$ cat config.mk
export PLATFORM = sky130hd
export DESIGN_NAME = uart_param_flat
export DESIGN_NICKNAME = d
export VERILOG_FILES = /design/src/rtl/uart_param_if.sv /design/src/rtl/uart_param.sv /design/src/flat_wrapper.sv
export SDC_FILE = /design/constraint.sdc
export NUM_CORES = 1
export LEC_CHECK = 0
export ABC_AREA = 0
export CORE_MARGIN = 2
export CORE_UTILIZATION = 57
export CTS_CLUSTER_SIZE = 24
export DETAILED_ROUTE_END_ITERATION = 12
export PLACE_DENSITY = 0.89
export RECOVER_POWER = 25
export SYNTH_ARGS = -nofsm -noshare
export SYNTH_HDL_FRONTEND = slang
export SYNTH_SLANG_ARGS = --single-unit
$ cat constraint.sdc
create_clock -name clk -period 3.3 [get_ports clk]
set_clock_uncertainty 0.2 [all_clocks]
set_input_delay 0.66 -clock clk [delete_from_list [all_inputs] [get_ports clk]]
set_output_delay 0.66 -clock clk [all_outputs]
set_load 0.05 [all_outputs]
$ cat src/rtl/uart_param_if.sv
// Host-side bundle for uart_param: TX valid/ready, RX valid/ack and RX status flags.
// The serial pins and clk/reset_n stay as plain ports on the UART itself.
interface uart_param_if #(
  parameter int DATA_BITS = 8
) ();

  logic [DATA_BITS-1:0] tx_data;
  logic                 tx_valid;
  logic                 tx_ready;
  logic [DATA_BITS-1:0] rx_data;
  logic                 rx_valid;
  logic                 rx_ack;
  logic                 rx_parity_err;
  logic                 rx_frame_err;
  logic                 rx_overrun;

  // Host / FIFO side
  modport master (
    output tx_data, tx_valid, rx_ack,
    input  tx_ready, rx_data, rx_valid, rx_parity_err, rx_frame_err, rx_overrun
  );

  // UART side
  modport slave (
    input  tx_data, tx_valid, rx_ack,
    output tx_ready, rx_data, rx_valid, rx_parity_err, rx_frame_err, rx_overrun
  );

endinterface

$ cat src/rtl/uart_param.sv
// Parametrised full-duplex UART.
// TX: bit timer in raw clocks, restarted when a byte is accepted, so every bit is
//     exactly OVS*CLK_DIV clocks regardless of the free-running oversample tick.
// RX: 2-flop synchroniser, oversample tick, mid-bit sampling, false-start rejection,
//     parity/framing/overrun flags held until the host acknowledges.
module uart_param #(
  parameter int CLK_DIV   = 27,
  parameter int OVS       = 16,
  parameter int DATA_BITS = 8,
  parameter int PARITY    = 0,
  parameter int STOP_BITS = 1
) (
  input  logic          clk,
  input  logic          reset_n,
  input  logic          rx,
  output logic          tx,
  uart_param_if.slave   bus
);

  localparam int BIT_CLKS = OVS * CLK_DIV;
  localparam int TW       = $clog2(BIT_CLKS);
  localparam int DW       = (CLK_DIV > 1) ? $clog2(CLK_DIV) : 1;
  localparam int OW       = $clog2(OVS);
  localparam int BCW      = $clog2(DATA_BITS);

  typedef enum logic [2:0] {
    TX_IDLE, TX_START, TX_DATA, TX_PARITY, TX_STOP
  } tx_state_t;

  typedef enum logic [2:0] {
    RX_IDLE, RX_START, RX_DATA, RX_PARITY, RX_STOP, RX_WAIT_HI
  } rx_state_t;

  // ------------------------------------------------------------------
  // Oversample tick generator
  // ------------------------------------------------------------------
  logic [DW-1:0] r_div_cnt;
  logic          w_tick;

  assign w_tick = (r_div_cnt == DW'(CLK_DIV - 1));

  // Free-running divider, one-cycle tick on wrap
  always_ff @(posedge clk or negedge reset_n) begin
    if (!reset_n) begin
      r_div_cnt <= '0;
    end else if (w_tick) begin
      r_div_cnt <= '0;
    end else begin
      r_div_cnt <= r_div_cnt + DW'(1);
    end
  end

  // ------------------------------------------------------------------
  // Transmitter
  // ------------------------------------------------------------------
  tx_state_t            r_tx_state,  w_tx_state_next;
  logic [TW-1:0]        r_tx_timer,  w_tx_timer_next;
  logic [BCW-1:0]       r_tx_bitcnt, w_tx_bitcnt_next;
  logic [DATA_BITS-1:0] r_tx_shift,  w_tx_shift_next;
  logic                 r_tx_par,    w_tx_par_next;
  logic                 r_tx_line,   w_tx_line_next;
  logic                 w_tx_bit_done;

  assign w_tx_bit_done = (r_tx_timer == TW'(BIT_CLKS - 1));
  assign tx            = r_tx_line;
  assign bus.tx_ready  = (r_tx_state == TX_IDLE);

  // TX state and datapath registers
  always_ff @(posedge clk or negedge reset_n) begin
    if (!reset_n) begin
      r_tx_state  <= TX_IDLE;
      r_tx_timer  <= '0;
      r_tx_bitcnt <= '0;
      r_tx_shift  <= '0;
      r_tx_par    <= 1'b0;
      r_tx_line   <= 1'b1;
    end else begin
      r_tx_state  <= w_tx_state_next;
      r_tx_timer  <= w_tx_timer_next;
      r_tx_bitcnt <= w_tx_bitcnt_next;
      r_tx_shift  <= w_tx_shift_next;
      r_tx_par    <= w_tx_par_next;
      r_tx_line   <= w_tx_line_next;
    end
  end

  // TX next state: the line value is registered, so it changes on the same edge as the state
  always_comb begin
    w_tx_state_next  = r_tx_state;
    w_tx_timer_next  = r_tx_timer;
    w_tx_bitcnt_next = r_tx_bitcnt;
    w_tx_shift_next  = r_tx_shift;
    w_tx_par_next    = r_tx_par;
    w_tx_line_next   = r_tx_line;

    if (r_tx_state != TX_IDLE) begin
      w_tx_timer_next = w_tx_bit_done ? '0 : r_tx_timer + TW'(1);
    end

    case (r_tx_state)
      TX_IDLE: begin
        w_tx_line_next = 1'b1;
        if (bus.tx_valid) begin
          w_tx_shift_next = bus.tx_data;
          w_tx_par_next   = (PARITY == 1) ? ~(^bus.tx_data) : ^bus.tx_data;
          w_tx_timer_next = '0;
          w_tx_line_next  = 1'b0;
          w_tx_state_next = TX_START;
        end
      end
      TX_START: begin
        if (w_tx_bit_done) begin
          w_tx_state_next  = TX_DATA;
          w_tx_bitcnt_next = '0;
          w_tx_line_next   = r_tx_shift[0];
        end
      end
      TX_DATA: begin
        if (w_tx_bit_done) begin
          if (r_tx_bitcnt == BCW'(DATA_BITS - 1)) begin
            if (PARITY != 0) begin
              w_tx_state_next = TX_PARITY;
              w_tx_line_next  = r_tx_par;
            end else begin
              w_tx_state_next  = TX_STOP;
              w_tx_line_next   = 1'b1;
              w_tx_bitcnt_next = '0;
            end
          end else begin
            w_tx_bitcnt_next = r_tx_bitcnt + BCW'(1);
            w_tx_shift_next  = {1'b0, r_tx_shift[DATA_BITS-1:1]};
            w_tx_line_next   = r_tx_shift[1];
          end
        end
      end
      TX_PARITY: begin
        if (w_tx_bit_done) begin
          w_tx_state_next  = TX_STOP;
          w_tx_line_next   = 1'b1;
          w_tx_bitcnt_next = '0;
        end
      end
      TX_STOP: begin
        if (w_tx_bit_done) begin
          if (r_tx_bitcnt == BCW'(STOP_BITS - 1)) begin
            w_tx_state_next = TX_IDLE;
          end else begin
            w_tx_bitcnt_next = r_tx_bitcnt + BCW'(1);
          end
        end
      end
      default: begin
        w_tx_state_next = TX_IDLE;
        w_tx_line_next  = 1'b1;
      end
    endcase
  end

  // ------------------------------------------------------------------
  // Receiver
  // ------------------------------------------------------------------
  logic [1:0] r_rx_sync;
  logic       w_rx_s;

  assign w_rx_s = r_rx_sync[1];

  // Two-flop synchroniser for the asynchronous serial input; idles high
  always_ff @(posedge clk or negedge reset_n) begin
    if (!reset_n) begin
      r_rx_sync <= 2'b11;
    end else begin
      r_rx_sync <= {r_rx_sync[0], rx};
    end
  end

  rx_state_t            r_rx_state,  w_rx_state_next;
  logic [OW-1:0]        r_rx_tcnt,   w_rx_tcnt_next;
  logic [BCW-1:0]       r_rx_bitcnt, w_rx_bitcnt_next;
  logic [DATA_BITS-1:0] r_rx_shift,  w_rx_shift_next;
  logic                 r_rx_par,    w_rx_par_next;
  logic                 w_rx_done;
  logic                 w_rx_par_err;

  // RX state and shift registers
  always_ff @(posedge clk or negedge reset_n) begin
    if (!reset_n) begin
      r_rx_state  <= RX_IDLE;
      r_rx_tcnt   <= '0;
      r_rx_bitcnt <= '0;
      r_rx_shift  <= '0;
      r_rx_par    <= 1'b0;
    end else begin
      r_rx_state  <= w_rx_state_next;
      r_rx_tcnt   <= w_rx_tcnt_next;
      r_rx_bitcnt <= w_rx_bitcnt_next;
      r_rx_shift  <= w_rx_shift_next;
      r_rx_par    <= w_rx_par_next;
    end
  end

  // RX next state: start confirmed at half a bit, then one sample per OVS ticks
  always_comb begin
    w_rx_state_next  = r_rx_state;
    w_rx_tcnt_next   = r_rx_tcnt;
    w_rx_bitcnt_next = r_rx_bitcnt;
    w_rx_shift_next  = r_rx_shift;
    w_rx_par_next    = r_rx_par;
    w_rx_done        = 1'b0;

    case (r_rx_state)
      RX_IDLE: begin
        if (w_tick && !w_rx_s) begin
          w_rx_state_next = RX_START;
          w_rx_tcnt_next  = '0;
        end
      end
      RX_START: begin
        if (w_tick) begin
          if (r_rx_tcnt == OW'(OVS / 2 - 1)) begin
            w_rx_tcnt_next = '0;
            if (w_rx_s) begin
              // line went back high before mid start bit: a glitch, not a frame
              w_rx_state_next = RX_IDLE;
            end else begin
              w_rx_state_next  = RX_DATA;
              w_rx_bitcnt_next = '0;
            end
          end else begin
            w_rx_tcnt_next = r_rx_tcnt + OW'(1);
          end
        end
      end
      RX_DATA: begin
        if (w_tick) begin
          if (r_rx_tcnt == OW'(OVS - 1)) begin
            w_rx_tcnt_next  = '0;
            w_rx_shift_next = {w_rx_s, r_rx_shift[DATA_BITS-1:1]};
            if (r_rx_bitcnt == BCW'(DATA_BITS - 1)) begin
              w_rx_state_next = (PARITY != 0) ? RX_PARITY : RX_STOP;
            end else begin
              w_rx_bitcnt_next = r_rx_bitcnt + BCW'(1);
            end
          end else begin
            w_rx_tcnt_next = r_rx_tcnt + OW'(1);
          end
        end
      end
      RX_PARITY: begin
        if (w_tick) begin
          if (r_rx_tcnt == OW'(OVS - 1)) begin
            w_rx_tcnt_next  = '0;
            w_rx_par_next   = w_rx_s;
            w_rx_state_next = RX_STOP;
          end else begin
            w_rx_tcnt_next = r_rx_tcnt + OW'(1);
          end
        end
      end
      RX_STOP: begin
        if (w_tick) begin
          if (r_rx_tcnt == OW'(OVS - 1)) begin
            w_rx_tcnt_next  = '0;
            w_rx_done       = 1'b1;
            // a low stop bit (e.g. a break) must see the line high again before re-arming
            w_rx_state_next = w_rx_s ? RX_IDLE : RX_WAIT_HI;
          end else begin
            w_rx_tcnt_next = r_rx_tcnt + OW'(1);
          end
        end
      end
      RX_WAIT_HI: begin
        if (w_rx_s) begin
          w_rx_state_next = RX_IDLE;
        end
      end
      default: begin
        w_rx_state_next = RX_IDLE;
      end
    endcase
  end

  assign w_rx_par_err = (PARITY == 0) ? 1'b0 :
                        (PARITY == 1) ? (r_rx_par != ~(^r_rx_shift)) :
                                        (r_rx_par != (^r_rx_shift));

  logic [DATA_BITS-1:0] r_rx_data;
  logic                 r_rx_valid;
  logic                 r_rx_par_err;
  logic                 r_rx_frame_err;
  logic                 r_rx_overrun;

  // Host-facing RX result: a new frame always wins, ack clears everything otherwise
  always_ff @(posedge clk or negedge reset_n) begin
    if (!reset_n) begin
      r_rx_data      <= '0;
      r_rx_valid     <= 1'b0;
      r_rx_par_err   <= 1'b0;
      r_rx_frame_err <= 1'b0;
      r_rx_overrun   <= 1'b0;
    end else if (w_rx_done) begin
      r_rx_data      <= r_rx_shift;
      r_rx_valid     <= 1'b1;
      r_rx_par_err   <= w_rx_par_err;
      r_rx_frame_err <= ~w_rx_s;
      // unread data being replaced; a coincident ack means it was read in time
      r_rx_overrun   <= r_rx_valid & ~bus.rx_ack;
    end else if (bus.rx_ack && r_rx_valid) begin
      r_rx_valid     <= 1'b0;
      r_rx_par_err   <= 1'b0;
      r_rx_frame_err <= 1'b0;
      r_rx_overrun   <= 1'b0;
    end
  end

  assign bus.rx_data       = r_rx_data;
  assign bus.rx_valid      = r_rx_valid;
  assign bus.rx_parity_err = r_rx_par_err;
  assign bus.rx_frame_err  = r_rx_frame_err;
  assign bus.rx_overrun    = r_rx_overrun;

endmodule
$ cat src/flat_wrapper.sv
// flat-port wrapper written by rule: the top's interface ports become plain ports
module uart_param_flat 
#(
  parameter int CLK_DIV   = 27,
  parameter int OVS       = 16,
  parameter int DATA_BITS = 8,
  parameter int PARITY    = 0,
  parameter int STOP_BITS = 1
)
  (clk, reset_n, rx, tx, bus_tx_data, bus_tx_valid, bus_rx_ack, bus_tx_ready, bus_rx_data, bus_rx_valid, bus_rx_parity_err, bus_rx_frame_err, bus_rx_overrun);
  uart_param_if #(.DATA_BITS(DATA_BITS)) bus_i ();
  input  logic clk;
  input  logic reset_n;
  input  logic rx;
  output logic tx;
  input wire logic [$bits(bus_i.tx_data)-1:0] bus_tx_data;
  input wire logic [$bits(bus_i.tx_valid)-1:0] bus_tx_valid;
  input wire logic [$bits(bus_i.rx_ack)-1:0] bus_rx_ack;
  output wire logic [$bits(bus_i.tx_ready)-1:0] bus_tx_ready;
  output wire logic [$bits(bus_i.rx_data)-1:0] bus_rx_data;
  output wire logic [$bits(bus_i.rx_valid)-1:0] bus_rx_valid;
  output wire logic [$bits(bus_i.rx_parity_err)-1:0] bus_rx_parity_err;
  output wire logic [$bits(bus_i.rx_frame_err)-1:0] bus_rx_frame_err;
  output wire logic [$bits(bus_i.rx_overrun)-1:0] bus_rx_overrun;
  assign bus_i.tx_data = bus_tx_data;
  assign bus_i.tx_valid = bus_tx_valid;
  assign bus_i.rx_ack = bus_rx_ack;
  assign bus_tx_ready = bus_i.tx_ready;
  assign bus_rx_data = bus_i.rx_data;
  assign bus_rx_valid = bus_i.rx_valid;
  assign bus_rx_parity_err = bus_i.rx_parity_err;
  assign bus_rx_frame_err = bus_i.rx_frame_err;
  assign bus_rx_overrun = bus_i.rx_overrun;
  uart_param #(.CLK_DIV(CLK_DIV), .OVS(OVS), .DATA_BITS(DATA_BITS), .PARITY(PARITY), .STOP_BITS(STOP_BITS)) u_core (.clk(clk), .reset_n(reset_n), .rx(rx), .tx(tx), .bus(bus_i));
endmodule
* Word level (Yosys, flattened, before mapping)
Index checks and enable logic that the tools add are counted.
Cells by class: add/subtract/negate cells 5, $mul 0, div/mod/pow operators 0, magnitude comparators 0, eq/ne operators 39, shift-type cells 0, muxes and demuxes 64, bitwise logic cells 4, reductions and logical operators 22
Operators by type and width (count):
- $mux 3 | 30
- $ne 2x1->1 const B | 19
- $mux 9 | 4
- $mux 8 | 3
- $mux 4 | 5
- $pmux 3 s6 | 1
- $pmux 8 s2 | 1
- $eq 3x3->1 const B | 5
- $pmux 3 s5 | 1
- $reduce_and 7->1 | 2
- $mux 1 | 13
- $eq 3x2->1 const B | 4
- $pmux 4 s3 | 1
- $reduce_and 4->1 | 3
- $reduce_and 11->1 | 1
- $ne 2x2->1 const B | 5
- $add 9x1->9 const B | 1
- $eq 9x9->1 const B | 1
- $logic_not 3->1 | 3
- $pmux 3 s3 | 1
- $reduce_bool 3->1 | 3
- $add 3x1->3 const B | 2
- $eq 3x1->1 const B | 2
- $pmux 3 s2 | 1
- 17 further kinds | 22
Storage, ports and cells: register bits 61, bits in latches 0, bits in writable memories 0, memory bits (read-only) 0, input port bits 13, output and inout port bits 14, memories kept 0

* Logic depth before layout (Yosys ltp)
Gate-level depths: netlist (run 1).
depth after elaboration 5, mapped depth 9

* Least setup slack after synthesis (run 1)
OpenSTA, ideal clock, no wires.
path type reg-to-reg, start register u_core.r_div_cnt[0], end register u_core.r_rx_data[0], in the netlist u_core.bus.rx_data[0], setup time 0.125 ns, data arrival time 1.979 ns, setup slack 0.996 ns, stages on the path, launching flop included 9, buffers on the path 2, period minus slack after synthesis 2.304 ns, cells stage by stage dfrtp_1 > inv_1 > ha_1 > nand4b_4 > or2_4 > or4_1 > buf_2 > buf_6 > mux2_4
Between the ends: word-level cells in the longest chain between the ends 3
Ends and longest elaborated chain:
- start, declared | RTL line uart_param.sv:37 | logic [DW-1:0] r_div_cnt;
- start signal, assigned | RTL line uart_param.sv:49 | r_div_cnt <= r_div_cnt + DW'(1);
- $eq 5x5->1 | RTL line uart_param.sv:40 | assign w_tick = (r_div_cnt == DW'(CLK_DIV - 1));
- $mux 1 | RTL line uart_param.sv:260 | if (w_tick) begin
- $mux 1 | RTL line uart_param.sv:210 | case (r_rx_state)
- end signal, assigned | RTL line uart_param.sv:301 | r_rx_data <= r_rx_shift;
- end, declared | RTL line uart_param.sv:286 | logic [DATA_BITS-1:0] r_rx_data;
No other way between the ends. A chain may end at the register's enable or synchronous reset.

* Worst setup path in the final report (run 1)
start register u_core.r_tx_state[0], end output port bus_tx_ready
Between the ends: word-level cells in the longest chain between the ends 1
Ends and longest elaborated chain:
- start, declared | RTL line uart_param.sv:56 | tx_state_t r_tx_state, w_tx_state_next;
- start signal, assigned | RTL line uart_param.sv:78 | r_tx_state <= w_tx_state_next;
- $logic_not 3->1 | RTL line uart_param.sv:66 | assign bus.tx_ready = (r_tx_state == TX_IDLE);
- end, declared | RTL line flat_wrapper.sv:19 | output wire logic [$bits(bus_i.tx_ready)-1:0] bus_tx_ready;
No other way between the ends.

==> results of run 1 <==
==> metrics by stage <==
| step | area [µm²] | worst slack (ps) |
|---|---|---|
| detailed placement | 3300 | 484 |
| CTS | 3570 | 110 |
| global placement | 3300 | 511 |
| floorplan | 3000 | 996 |
| global route | 3570 | 0.913 |
| finish | 3570 | 98.1 |
==> layout make-up <==
class                   instances  share of cell area (%)
clock inverters                 3                    2.52
inverters                      14                    1.47
well taps                      70                    2.45
flip-flops and latches         60                    42.2
repair buffers                 29                    7.68
multi-input cells             195                    38.7
clock buffers                  13                    5.01
==> cells in the final DEF (no fill, tap or decap), types with 5 or more instances in the layout <==
master           count
nor2_1              28
and3_1               5
nand2b_1             5
clkbuf_8            13
inv_1               13
or3_1                6
nand2_1             15
mux2_4               5
ha_1                 9
o21ai_0             21
a21oi_1             15
mux2_2              17
dfrtp_1             57
nand3_1             10
mux2i_1             14
clkdlybuf4s50_1     23
==> synth_stat cells, drive strengths merged, types with 6 or more instances <==
master and instances:
dfrtp 57, nor2 28, mux2 22, o21ai 21
a21oi 15, nand2 15, mux2i 14, inv 13
nand3 10, ha 9, buf 6, clkbuf 6
or3 6
==> worst reg2reg max path, stage by stage, from the launching register on <==
cell      delay (ps)
dfrtp_1          410
inv_1             70
ha_1             230
nand4b_4         140
or2_4            280
or4_1            700
mux2_4           400
==> power groups by stage <==
stage	clock (W)	sequential, W	combinational (W)
CTS	0.000875	0.000976	0.000397
global route	0.000914	0.000995	0.000456
floorplan	0	0.000963	0.000302
global placement	0	0.000979	0.000384
detailed placement	0	0.000988	0.000394
finish	0.000857	0.000981	0.000397
==> sequential cells by signal, summed over array words and instances, names as in the netlist <==
signal	count
u_core.bus.rx_frame_err	1
u_core.r_tx_timer	9
u_core.r_rx_shift	8
u_core.r_rx_tcnt	4
u_core.bus.rx_overrun	1
u_core.r_tx_shift	8
u_core.bus.rx_valid	1
u_core.r_rx_sync	2
u_core.r_rx_state	3
u_core.bus.rx_data	8
u_core.r_rx_bitcnt	3
u_core.r_tx_bitcnt	3
u_core.tx	1
u_core.r_tx_state	3
u_core.r_div_cnt	5
==> per-layer routing <==
metal  wire length (µm)  GRT usage, %
met5                  0             0
met2               2670          33.5
met1               2480          26.7
met4                 92          10.5
met3                166          3.91
==> path summary, 6_finish.rpt <==
path / start / endpoint / cells after the start
setup / recovery: u_core.r_tx_state[0] / bus_tx_ready / 3
hold / removal: u_core.r_rx_sync[0] / u_core.r_rx_sync[1] / 0
setup reg to reg: u_core.r_div_cnt[0] / u_core.bus.rx_data[7] / 6
hold reg to reg: u_core.r_rx_sync[0] / u_core.r_rx_sync[1] / 0
max in group asynchronous: reset_n / u_core.r_rx_sync[1] / 2
min in group asynchronous: reset_n / u_core.r_tx_timer[0] / 1
==> cells by family after synthesis <==
family | after synthesis | share of synthesized area (%)
DFF | 60 | 50.2
xor gates and xnor gates | 2 | 0.584
muxes | 36 | 13.6
AOI/OAI and AO/OA | 58 | 11.9
adders and majority gates | 9 | 3.76
buffers and inverters | 26 | 3.76
and+or+nand+nor | 89 | 16.1
other | 1 | 0.125
==> summary.txt, run 1 <==
Status
  – Status: finished with violations
  – Failing checks: max-capacitance violations, max-slew violations

Cells and area
  – Layout cells sized above 1: 16.9%
  – Area growth from synthesis to layout: 19.0%
  – Fill count: ~410
  – Sequential Area: 1510 µm²
  – Nets: around 330
  – N_diodes: 0
  – Fin cells: around 380
  – Final core occ: 69.9%
  – Multi-input gate area: between 1000 and 1500 µm²

Pwr
  – Sequential share of power: 43.9%
  – P_leak: 1.64 nW
  – Comb pwr share: 17.7%
  – Clock power share: a little under two fifths
  – Switching share of power: 27.4%
  – NetSw: around 0.0006 W
  – IR Drop Worst-Case VDD: 0.000428 V
  – Cell Pwr Density: approximately 630 nW/µm²
  – Power Total: ~0.0022 W
  – Pint: between 0.0015 and 0.002 W

Logic synthesis
  – Post-synth top flop: dfrtp_1
  – Seq/Total Area, Yosys: about 50%
  – Post-Synthesis Cells: ~280
  – EDFF count, synth: 0
  – Post-synth cell types: between 50 and 60
  – Ys async rst share: between 90% and 100%
  – Syn_area_per_cell: 10.7 µm²
  – Mapped Area: 3000 µm²
  – Yosys top cell area share: a little under half
  – Synth warnings: 0
  – Cell taking the most area after synthesis: dfrtp_1
  – Net count after synthesis: 303
  – Top cells by area, synth: dfrtp_1 48%, mux2_2 6.4%, mux2i_1 4.7%
  – Synth Register Bits: 60

Critical path
  – Req. time, crit path: between 2000 and 2500 ps
  – CP peak stage delay: 830 ps
  – Reg2Reg Setup Slack: roughly 800 ps
  – Critical path's top delay family: buffers and inverters
  – Crit path capture type: output pin
  – Crit Path Max Fanout: 11
  – Critical path type: reg -> out
  – CP max-delay cell: clkdlybuf4s50_1
  – Critical-path cell list: or3_1 > clkinv_1 > clkdlybuf4s50_1
  – Crit path buf inv count: 2
  – Startpoint Class: register
  – WP data arrival: between 2000 and 2500 ps

Timing
  – Tightest Pin Transition: roughly 1700 ps
  – Final hold vios: 0
  – Hold Slack: approximately 160 ps
  – Period utilization: roughly 97%
  – Setup TNS: 0 ps
  – RSZ-0062 raised after global routing: no
  – Max Clock Freq: roughly 310 MHz
  – Final setup viols: 0
  – Slew headroom: -11.8%
  – Final max-slew violation count: 34
  – Final min period: between 3000 and 4000 ps

GRT
  – Largest net degree at the start of global routing: 34
  – Vias in the first global route: 2,132
  – Total Routing Usage GR: about a fifth
  – Initial antenna violation count: 0
  – First-pass GRT wire length: just under 10,000 µm
  – Remaining Overflow, GRT: 0

Hold path
  – Min-delay worst type: reg -> reg

Clock network
  – Root buf cell: clkbuf_8
  – CTS Sinks: 60
  – Hold buffers post-CTS: 0
  – Clk slew on worst S/H paths: ~60 ps
  – Clock Path Buffers: 2
  – CTS tree: done
  – Post-CTS setup buffers: 0
  – Worst skew pair latency: about 330 ps
  – Post-CTS resize count: 0
  – Total CTS buffers: 9
  – H-tree levels: 3

Placement
  – Port Buf Inserts: 25
  – Post-DP HPWL: ~3700 µm
  – Cells after DPL: ~370
  – Routability cong.: around 0.85

Floorplanning
  – Die height: approximately 77 µm
  – Core ar.: 5110 µm²
  – # rows: 26
  – Starting Density: approximately three fifths
  – Top-Level Pins: 27
  – Die area: 5860 µm²
  – Die width: between 70 and 80 µm

Drt
  – DRT Pass-1 Iters: 4
  – DR vias/cell: roughly 5.7
  – Antenna viol nets, final: 0
  – DRC: 0
  – Routed len/inst: around 14 µm
  – WL final: 5420 µm
  – DR iter-0 viols: 122
  – Vias: ~2,200

Run
  – Max-cap viol count: 1
Power figures use the tool's default switching activity.
==> inputs of run 2 (changes only) <==
Settings changed: ABC_AREA 0 to 1, CORE_UTILIZATION 57 to 58, PLACE_DENSITY 0.89 to 0.9.
==> run 2 against run 1 <==
Against the previous run: the run now ends clean; combinational power grew to 2.7 times the previous value; first-iteration DRC count rose by 34%; maximum frequency increased by 10%; flip-flop and latch count stayed put; wire length rose by 8.4%; critical path type unchanged.
==> summary.txt, run 2 <==
Run
  – Max-cap viol count: 0 (was 1)

Placement
  – Dpl ws: 765 ps (was 484 ps)
  – Port Buf Inserts: 25 (unchanged)
  – Routability cong.: 0.879 (was 0.853)
  – Placed instance area: 3450 µm² (was 3300 µm²)
  – Post-DP HPWL: 4400 µm (was 3730 µm)

Timing
  – Post-route setup slack: 391 ps (was 98.1 ps)
  – Final setup viols: 0 (unchanged)
  – Setup TNS: 0 ps (unchanged)
  – Slew headroom: 7.97% (was -11.8%)
  – RSZ-0062 raised after global routing: no (unchanged)
  – Period utilization: 88.1% (was 97.0%)
  – Final max-slew violation count: 0 (was 34)
  – Final hold vios: 0 (unchanged)
  – Tightest Pin Transition: 1380 ps (was 1680 ps)
  – Max Clock Freq: 344 MHz (was 312 MHz)
  – Final min period: 2910 ps (was 3200 ps)

Drt
  – DR vias/cell: 5.28 (was 5.67)
  – DRT Pass-1 Iters: 4 (unchanged)
  – Routed len/inst: 12.0 µm (was 14.1 µm)
  – DRC: 0 (unchanged)
  – Vias: 2,587 (was 2,179)
  – Antenna viol nets, final: 0 (unchanged)
  – DR iter-0 viols: 163 (was 122)
  – WL final: 5870 µm (was 5420 µm)

Critical path
  – WP data arrival: 2050 ps (was 2340 ps)
  – Startpoint Class: register (unchanged)
  – Critical path type: reg -> out (unchanged)
  – Crit path capture type: output pin (unchanged)
  – Crit Path Max Fanout: 6 (was 11)
  – Req. time, crit path: 2440 ps (about the same)

Floorplanning
  – Die width: 77.6 µm (was 76.5 µm)
  – Die area: 6030 µm² (was 5860 µm²)
  – Starting Density: 60.8% (was 58.7%)
  – Core ar.: 5170 µm² (was 5110 µm²)
  – Die height: 77.6 µm (was 76.5 µm)
  – Top-Level Pins: 27 (unchanged)
  – # rows: 26 (unchanged)

Logic synthesis
  – Post-synthesis simple-gate area fraction: 27.1% (was 16.1%)
  – Synth warnings: 0 (unchanged)
  – Compound-Gate Fraction of Synth Area: 10.5% (was 11.9%)
  – Post-synth top flop: dfrtp_1 (unchanged)
  – Multiplexer share of the synthesized area: 2.23% (was 13.6%)
  – Most common cell in the netlist: nand2_1 (was dfrtp_1)
  – Largest family of logic cells by synthesized area: simple AND/OR/NAND/NOR gates (unchanged)
  – Yosys top cell area share: 45.3% (was 47.6%)
  – EDFF count, synth: 0 (unchanged)
  – Post-synth cell types: 32 (was 52)
  – Post-Synthesis Cells: 384 (was 281)
  – Synth Register Bits: 60 (unchanged)
  – Net count after synthesis: 406 (was 303)
  – Mapped Area: 3150 µm² (was 3000 µm²)
  – Ys async rst share: 100% (unchanged)
  – Cell taking the most area after synthesis: dfrtp_1 (unchanged)
  – Synth Area in Adders: 3.58% (was 3.76%)
  – Top cells by area, synth: dfrtp_1 45%, nand2_1 14%, inv_1 5.0% (was dfrtp_1 48%, mux2_2 6.4%, mux2i_1 4.7%)
  – Synth Area in XOR/XNOR: 1.39% (was 0.584%)
  – Syn_area_per_cell: 8.19 µm² (was 10.7 µm²)
  – Top post-synthesis cells by count: 114 x nand2_1, 57 x dfrtp_1, 42 x inv_1, 26 x o21ai_1, 21 x nand3_1 (was 57 x dfrtp_1, 28 x nor2_1, 21 x o21ai_0, 17 x mux2_2)
  – Seq/Total Area, Yosys: 47.9% (was 50.2%)

Pwr
  – NetSw: 0.00112 W (was 0.000613 W)
  – Pint: 0.00174 W (was 0.00162 W)
  – Sequential share of power: 36.0% (was 43.9%)
  – Cell Pwr Density: 778 nW/µm² (was 626 nW/µm²)
  – IR Drop Worst-Case VDD: 0.000803 V (was 0.000428 V)
  – Comb pwr share: 37.2% (was 17.7%)
  – Clock power share: 26.8% (was 38.3%)
  – Switching share of power: 39.2% (was 27.4%)
  – P_leak: 1.83 nW (was 1.64 nW)

Cells and area
  – Area growth from synthesis to layout: 16.9% (was 19.0%)
  – Fill count: 388 (was 414)
  – N_diodes: 0 (unchanged)
  – Nets: 437 (was 331)
  – Layout cells sized above 1: 13.1% (was 16.9%)
  – Max reg flops: 9 (unchanged)
  – Most flops, register: u_core.r_tx_timer (unchanged)
  – Final Cell Area: 3680 µm² (was 3570 µm²)
  – Commonest non-fill, non-tap cells in the layout: 114 x nand2_1, 57 x dfrtp_1, 42 x inv_1, 26 x o21ai_1, 23 x clkdlybuf4s50_1 (was 57 x dfrtp_1, 28 x nor2_1, 23 x clkdlybuf4s50_1, 21 x o21ai_0, 17 x mux2_2)
  – Commonest non-fill, non-tap cell in the layout: nand2_1 (was dfrtp_1)

Clock network
  – Total CTS buffers: 9 (unchanged)
  – Clk slew on worst S/H paths: 70 ps (was 60 ps)
  – H-tree levels: 3 (unchanged)
  – Hold buffers post-CTS: 0 (unchanged)
  – CTS Sinks: 60 (unchanged)
  – Root buf cell: clkbuf_8 (unchanged)
  – Worst skew pair latency: 340 ps (was 330 ps)
  – Clock Path Buffers: 2 (unchanged)
  – CTS tree: done (unchanged)
  – Post-CTS setup buffers: 0 (unchanged)
  – Post-CTS resize count: 0 (unchanged)

GRT
  – Vias in the first global route: 2,537 (was 2,132)
  – Initial antenna violation count: 0 (unchanged)
  – First-pass GRT wire length: 10,700 µm (was 9650 µm)
  – Remaining Overflow, GRT: 0 (unchanged)
  – Total Routing Usage GR: 22.1% (was 20.7%)
  – Largest net degree at the start of global routing: 29 (was 34)

Hold path
  – Min-delay worst type: reg -> reg (unchanged)

Status
  – Status: complete, no violations (was finished with violations)
## run 2: critical path: stages, from the launching register on
cell and delay (ps):
dfrtp_1 430, nor2_1 200, nand2_2 130, inv_2 130
clkdlybuf4s50_1 810
## run 2: power groups by stage
stage          Sequential [W]  Clock, W  Combinational [W]
6_report              0.00103  0.000767            0.00107
5_1_grt               0.00105  0.000808            0.00121
4_1_cts               0.00103  0.000781            0.00107
3_5_place_dp          0.00104         0            0.00106
3_3_place_gp          0.00103         0            0.00103
2_1_floorplan         0.00102         0           0.000856
## run 2: metrics by stage
stage | hold slack, ps | std cells | utilization, % | power [W]
after floorplan | 145 | 384 | - | 0.00188
after global placement | 150 | 474 | 66.6 | 0.00206
after detailed placement | 147 | 474 | 66.6 | 0.00210
after CTS | 136 | 490 | 71.2 | 0.00288
after global routing | 161 | 490 | 71.1 | 0.00307
final | 157 | 490 | 71.1 | 0.00286
## run 2: layout make-up
class / instances / area [µm²] / share of cell area, %
tap: 70 / 87.6 / 2.38
multi-input combinational: 269 / 1410 / 38.4
sequential: 60 / 1510 / 40.9
clock buffer: 13 / 169 / 4.59
timing repair buffer: 27 / 255 / 6.94
clock inverter: 3 / 67.6 / 1.84
inverter: 48 / 180 / 4.90
## run 2: cells by family (layout without fill, tap and decap cells)
logic type | Yosys count | after routing
muxes | 7 | 7
adders and majority gates | 9 | 9
and+or+nand+nor | 186 | 186
other | 1 | 1
xor gates and xnor gates | 5 | 5
DFF | 60 | 60
AOI/OAI and AO/OA | 61 | 61
buffers and inverters | 55 | 91
## run 2: path summary, 6_finish.rpt
kind	slack, ps	to	cells past startpoint	from
max	390	bus_tx_ready	4	u_core.r_tx_state[1]
min	160	u_core.r_rx_sync[1]	0	u_core.r_rx_sync[0]
max reg2reg	1200	u_core.bus.rx_data[2]	9	u_core.r_div_cnt[0]
min reg2reg	160	u_core.r_rx_sync[1]	0	u_core.r_rx_sync[0]
max in group asynchronous	1270	u_core.r_tx_timer[2]	2	reset_n
min in group asynchronous	420	u_core.r_rx_shift[1]	1	reset_n
## run 2: routing by layer
| layer | up-vias | global-route usage [%] | wire [µm] |
|---|---|---|---|
| li1 | 1297 | - | - |
| met1 | 1203 | 26.5 | 2550 |
| met2 | 72 | 38.7 | 2930 |
| met3 | 15 | 3.37 | 287 |
| met4 | 0 | 10.7 | 113 |
| met5 | - | 0 | 0 |
==> inputs of run 3 (changes only) <==
Settings changed: ABC_AREA 1 to unset, CORE_UTILIZATION 58 to 57, PLACE_DENSITY 0.9 to 0.89.
==> results of run 3 <==
No change in the layout: final DEF, timing and power equal those of run 1.
